$ cat src/rtl/branch_resolve.sv
// branch_resolve: registered branch-resolution stage.
// Resolves the actual direction and next PC of a branch from the comparator
// result. Raises a one-cycle redirect when the fetch-time prediction was wrong.
// Also owns the 2-bit saturating branch history table that fetch reads and
// this stage trains.
module branch_resolve #(
    parameter int BHT_ENTRIES = 16
) (
    input  logic        clk,
    input  logic        rst_n,
    input  logic        flush,
    input  logic        in_valid,
    output logic        in_ready,
    input  logic [3:0]  in_opcode,
    input  logic [31:0] in_cmp_result,
    input  logic [31:0] in_pc,
    input  logic [31:0] in_imm,
    input  logic        in_pred_taken,
    output logic        out_valid,
    input  logic        out_ready,
    output logic        out_taken,
    output logic [31:0] out_next_pc,
    output logic        out_mispredict,
    output logic        redirect_valid,
    output logic [31:0] redirect_pc,
    input  logic [31:0] pred_pc,
    output logic        pred_taken
);

    localparam int IDX_W = $clog2(BHT_ENTRIES);

    localparam logic [3:0] OP_BLT  = 4'b0100;
    localparam logic [3:0] OP_BGT  = 4'b0101;
    localparam logic [3:0] OP_BLTU = 4'b0110;
    localparam logic [3:0] OP_BGTU = 4'b0111;
    localparam logic [3:0] OP_BEQ  = 4'b1000;
    localparam logic [3:0] OP_BNE  = 4'b1001;

    // Weakly not-taken: the counter value every entry starts from.
    localparam logic [1:0] CNT_INIT = 2'b01;

    logic        out_valid_q,      out_valid_d;
    logic        out_taken_q,      out_taken_d;
    logic [31:0] out_next_pc_q,    out_next_pc_d;
    logic        out_mispredict_q, out_mispredict_d;
    logic        redirect_valid_q, redirect_valid_d;
    logic [1:0]  bht_q [BHT_ENTRIES];
    logic [1:0]  bht_d [BHT_ENTRIES];

    logic             is_branch;
    logic             taken;
    logic             mispredict;
    logic [31:0]      next_pc;
    logic             capture;
    logic [IDX_W-1:0] train_idx;
    logic [IDX_W-1:0] query_idx;
    logic [1:0]       train_cnt;

    // Only bit 0 of the comparator result and the index bits of the query PC
    // carry information; the rest are folded here on purpose.
    logic unused_bits;
    assign unused_bits = ^{in_cmp_result[31:1], pred_pc[31:IDX_W+2], pred_pc[1:0]};

    assign train_idx = in_pc[IDX_W+1:2];
    assign query_idx = pred_pc[IDX_W+1:2];

    // Flush wins over the ready path, so it also blocks capture and training.
    assign in_ready = ~flush & (~out_valid_q | out_ready);
    assign capture  = in_valid & in_ready;

    // Decode the opcode and resolve direction, next PC and mispredict.
    always_comb begin
        // NOTE: every combinational output gets a default first so no path
        // through the block leaves it unassigned (which would infer a latch).
        is_branch = 1'b0;
        case (in_opcode)
            OP_BLT, OP_BGT, OP_BLTU, OP_BGTU, OP_BEQ, OP_BNE: is_branch = 1'b1;
            default: is_branch = 1'b0;
        endcase
        taken      = is_branch & in_cmp_result[0];
        next_pc    = taken ? (in_pc + in_imm) : (in_pc + 32'd4);
        mispredict = taken ^ in_pred_taken;
    end

    // Next state of the output register, the redirect pulse and the BHT.
    always_comb begin
        out_valid_d      = out_valid_q;
        out_taken_d      = out_taken_q;
        out_next_pc_d    = out_next_pc_q;
        out_mispredict_d = out_mispredict_q;
        redirect_valid_d = 1'b0;
        bht_d            = bht_q;
        train_cnt        = bht_q[train_idx];

        if (flush) begin
            out_valid_d = 1'b0;
        end else if (capture) begin
            out_valid_d      = 1'b1;
            out_taken_d      = taken;
            out_next_pc_d    = next_pc;
            out_mispredict_d = mispredict;
            redirect_valid_d = mispredict;
        end else if (out_ready) begin
            out_valid_d = 1'b0;
        end

        if (capture && is_branch) begin
            if (taken) begin
                bht_d[train_idx] = (train_cnt == 2'b11) ? 2'b11 : train_cnt + 2'b01;
            end else begin
                bht_d[train_idx] = (train_cnt == 2'b00) ? 2'b00 : train_cnt - 2'b01;
            end
        end
    end

    // State registers with synchronous active-low reset.
    always_ff @(posedge clk) begin
        // NOTE: sequential state uses non-blocking assignments so every flop
        // samples the pre-edge values, independent of statement order.
        if (!rst_n) begin
            out_valid_q      <= 1'b0;
            out_taken_q      <= 1'b0;
            out_next_pc_q    <= '0;
            out_mispredict_q <= 1'b0;
            redirect_valid_q <= 1'b0;
            // NOTE: the BHT is a small flop array rather than a RAM, so it can
            // take a real reset value; predictors start weakly not-taken.
            bht_q            <= '{default: CNT_INIT};
        end else begin
            out_valid_q      <= out_valid_d;
            out_taken_q      <= out_taken_d;
            out_next_pc_q    <= out_next_pc_d;
            out_mispredict_q <= out_mispredict_d;
            redirect_valid_q <= redirect_valid_d;
            bht_q            <= bht_d;
        end
    end

    assign out_valid      = out_valid_q;
    assign out_taken      = out_taken_q;
    assign out_next_pc    = out_next_pc_q;
    assign out_mispredict = out_mispredict_q;
    assign redirect_valid = redirect_valid_q;
    assign redirect_pc    = out_next_pc_q;

    // Read-before-write: the query sees the pre-edge counter.
    assign pred_taken = bht_q[query_idx][1];

endmodule
$ cat config.mk
export PLATFORM = sky130hd
export DESIGN_NAME = branch_resolve
export DESIGN_NICKNAME = d
export VERILOG_FILES = /design/src/rtl/branch_resolve.sv
export SDC_FILE = /design/constraint.sdc
export NUM_CORES = 1
export LEC_CHECK = 0
export BUFFER_PORTS_ARGS = -buffer_cell sky130_fd_sc_hd__buf_2
export CORE_ASPECT_RATIO = 1.2
export CORE_UTILIZATION = 55
export CTS_CLUSTER_DIAMETER = 150
export DETAILED_ROUTE_END_ITERATION = 6
export GPL_TIMING_DRIVEN = 0
export PLACE_DENSITY = 0.86
export SLEW_MARGIN = 10
export SYNTH_ARGS = -nofsm -noshare
export SYNTH_HDL_FRONTEND = slang
export SYNTH_SLANG_ARGS = --single-unit
$ cat constraint.sdc
create_clock -name clk -period 5.1 [get_ports clk]
set_input_delay 0.51 -clock clk [delete_from_list [all_inputs] [get_ports clk]]
set_output_delay 0.51 -clock clk [all_outputs]
set_load 0.005 [all_outputs]
# == After elaboration in Yosys (flattened, before gate mapping) ==
# Cells that the tools add are included.
# word_totals
word_cells,71
mem_count,0
latchBits,0
reg_bits,68
ramBits,0
in_bits,138
mem_bits_ro,0
output_inout_bits,70
# classes
n_reduce_logical,8
mux,17
shifts,0
n_addsub,4
order_cmp,3
div_mod_pow,0
n_mul,0
eq_ne,7
n_bitwise,11
# ops
op,count
bitwise mux 32 bit,2
two-way mux 32 bit,2
adder 32 x 3 -> 32 bit (second input constant),1
adder 32 bit,1
binary-select mux 2 bit (select 4 bit),2
== test 4 x 3 -> 1 bit (second input constant),4
two-way mux 2 bit,7
>= comparator 5 bit (second input constant),2
inverter 4 -> 5 bit,2
demux 2 bit (select 4 bit),1
== test 4 bit (second input constant),2
OR reduction 6 bit,1
< comparator 5 x 1 -> 1 bit (second input constant),1
inverter 1 bit,4
bitwise AND 1 bit,3
two-way mux 1 bit,3
OR reduction 3 bit,1
adder 2 x 1 -> 2 bit (second input constant),1
== test 2 bit (second input constant),1
logical AND 1 bit,2
logical NOT 2 bit,1
AND reduction 2 bit,1
nonzero test 2 bit,1
OR reduction 2 bit,1
3 further kinds,3

# == Logic depth before layout (Yosys ltp) ==
# logic_depth
ltp_word,8
mapped_depth,10
ltp_nobuf,10

# == Worst setup path before layout ==
# OpenSTA, ideal clock, no wires.
# synth_path
kind,input -> register
from,input in_pc[0]
to,register out_next_pc_q[30] (netlist: out_next_pc[30])
cell_stages,10
n_path_buf,0
setup_ns,0.087
setup_slack_ns,2.390
arrival_ns,2.623
path_cell_list,ha_1 > fa_1 > a21o_1 > a221o_1 > nand3b_1 > a31oi_1 > o21ai_0 > o21ai_0 > xnor2_1 > o31ai_1
# synth_via
elab_chain_len,2
word_cells_on_any_way,3
# synth_rtl
element,line,rtl
from (decl),16,"input logic [31:0] in_pc,"
adder 32 x 3 -> 32 bit / adder 32 bit (equally long branches),81,next_pc = taken ? (in_pc + in_imm) : (in_pc + 32'd4);
two-way mux 32 bit (*),81,
to (signal assigned),132,out_next_pc_q <= out_next_pc_d;
to (decl),44,"logic [31:0] out_next_pc_q, out_next_pc_d;"
# Every way passes the cells marked *; elsewhere a longest branch is shown, timed or not.
# A chain may end at the register's enable or synchronous reset.

# == Worst setup path in the final report ==
# Ends and elaborated chain as after synthesis.

==> flow_summary.toml <==
[floorplanning]
die-height_um = 113
die_x_um = 94.3
initial_utilization_pct = 56.4
die-area_mm2 = 0.0106
ios = 208
coreArea_mm2 = 0.00996
row_count = 40

[routing]
first_pass_iters = 5
drt-vias-per-instance = 5.88
drt.antenna.violating_nets = 0
vias = 5914
avgRoutedWirePerCell_um = 16.1
wirelength_um = 16200
drt_iter0_markers = 455
drc = 0

[power_and_ir_drop]
netSwitchingFraction_pct = 30.2
p_total_mw = 1.68
clockPowerShare_pct = 39.6
p_per_area_mw_per_mm2 = 246
comb_power_share_pct = 26.6
irDropWorstVdd_v = 0.000174
p_sw_mw = 0.508
cellLeakagePower_nw = 3.17
power.internal_mw = 1.17
pwr-share-seq_pct = 33.8

[timing]
hold_viol = 0
fin_crit_sh_pct = 58.6
fin_crit_ns = 2.99
rsz0062_at_grt = "no"
clock.fmax_ghz = 0.335
relSlewSlack_pct = 53.3
setup_violations = 0
slew_viol_final = 0
fin_worst_skew_ns = 0.00922
finalSetupTns_ns = 0
hold_slack_ns = 0.362
tightest_slew_ns = 0.695

[synthesis]
synthArstFlopShare_pct = 0
syn_inst = 717
synthSimpleGateAreaFrac_pct = 21.4
yosys.area.top_type = "dfxtp_1"
ys_warn_count = 0
synth_adder_area_share_pct = 8.35
synth_edf_count = 0
synth_fp_nets = 891
synth_commonest_cells = "105 x nand2_1, 71 x a21oi_1, 68 x dfxtp_1"
synthMuxAreaShare_pct = 9.42
ys_ff_latch = 68
ys_seq_area_share_pct = 24.2
synth-main-ff-cell = "dfxtp_1"
netlist_area_mm2 = 0.00562
netlist_top_cells_area = "dfxtp_1 24%, ha_1 7.8%, nand2_1 7.0%"
syn_area_per_cell_um2 = 7.84
synth_top_area_share_pct = 24.2
synth_cell_types = 54
yosysMostFrequentCell = "nand2_1"
synth_top_family_by_area = "simple AND/OR/NAND/NOR gates"
synth_xor_area_share_pct = 8.11
synth_compound_area_share_pct = 20.2

[final_layout]
area_growth_pct = 21.5
fin_util_pct = 68.5
area.sequential_mm2 = 0.00136
drive_above_1_share_pct = 25.7
multi_input_comb_area_mm2 = 0.00379
n_antenna_cell = 0
fillers = 871
num-nets-final = 1048

[global_routing]
grt.total_usage_pct = 30.5
grt_antenna_before_repair = 0
grt_pass1_wl_um = 25300
grt_max_degree = 13
grt_overflow = 0
grt_pass1_vias = 5263

[clock_tree]
cts_resized = 0
cts_tree = "built"
cts_sinks = 68
clk_latency_ns = 0.33
h-tree-depth = 3
numCtsBuffers = 9
ctsHoldBuffers = 0
post_cts_buffers = 0
cts_root_buf = "clkbuf_16"
clk_pin_slew_ns = 0.05
cts_buffer_depth = 2

[critical_path]
worst-path-buf-inv = 1
path_delay_family = "compound AO/OA/AOI/OAI gates"
critical_path.slowest_cell = "fa_1"
crit_top_cell = "o21ai_0"
critPathLaunchType = "input pin"
path_depth = 11
crit_fanout = 4
endpoint_kind = "flop"
critical_path_class = "in -> reg"
path_cells = "buf_2, ha_1, fa_1, a21o_1, a221o_1, nand3b_1, a31oi_1, o21ai_0, o21ai_0, xnor2_1, o31ai_1"
cp.arrival_ns = 3.23
ff2ff_setup_slack_ns = 2.92
required_ns = 5.34
max_stage_delay_ns = 0.41
reg2reg_depth = 6

[outcome]
status = "completed"

[job]
maxCapViolations = 0

[hold_path]
min_path_type = "in -> reg"
min_path_cells = 2

[placed_design]
place_congestion = 0.942
portBuffers = 146
dp_hpwl_um = 12800
[cell usage in the layout, fill, tap and decap left out, types with 11 or more instances in the layout]
cell        n
buf_2     149
nand2_1   105
a21oi_1    71
dfxtp_1    68
nor2_1     60
buf_4      40
nand3_1    39
ha_1       35
o21ai_0    33
xnor2_1    29
xor2_1     23
clkbuf_1   21
a21o_1     19
mux2i_1    18
mux4_2     15
o211ai_1   14
and2_1     12
nor3_1     12
nand4_1    11
[per-layer routing]
metal,global-route usage (%),vias up,wire length (um)
li1,-,2855,-
met1,37.5,2752,6410
met2,52.8,264,8160
met3,4.37,43,1150
met4,12.2,0,479
met5,0,-,0
[cells by family (layout without fill, tap and decap cells)]
family,count (synthesis),after routing
mux,34,34
compound gates,181,181
xor+xnor,52,52
fa+ha+maj,37,37
simple gates,266,266
flops,68,68
buf+inv,79,241
[flip-flops by register name, indices dropped and copies added, names as in the netlist]
register	cells
out_valid	1
bht_q	32
out_taken	1
out_mispredict	1
redirect_valid	1
out_next_pc	32
[through the flow]
step,instance area (um2),instances,setup WS [ns]
floorplan,5620,717,2.39
detailed placement,6510,989,1.84
CTS,6820,1005,2.18
global placement,6510,989,1.85
finish,6820,1005,2.11
global route,6820,1005,1.95
[final cells by class]
type / instances / area share [%]
clock inverter: 6 / 1.30
clock buffer: 10 / 3.36
inverter: 10 / 0.550
buffer: 69 / 6.27
sequential: 68 / 19.9
timing repair buffer: 146 / 10.7
tap: 126 / 2.31
multi-input combinational: 570 / 55.6
[power by group through the flow]
stage          logic [mW]  clock network (mW)  registers, mW
3_3_place_gp        0.431                   0          0.579
2_1_floorplan       0.290                   0          0.576
5_1_grt             0.490               0.691          0.570
3_5_place_dp        0.438                   0          0.580
6_report            0.447               0.666          0.569
4_1_cts             0.441               0.668          0.568
[worst paths after layout]
kind	startpoint	to
setup / recovery	in_pc[0]	out_next_pc[30]$_SDFFE_PN0P_
hold / removal	flush	out_valid$_SDFFE_PP0P_
setup reg to reg	bht_q[1]$_SDFFE_PN0P_	bht_q[13]$_SDFFE_PN0P_
hold reg to reg	bht_q[1]$_SDFFE_PN0P_	bht_q[1]$_SDFFE_PN0P_
(Power assumes the default switching activity.)
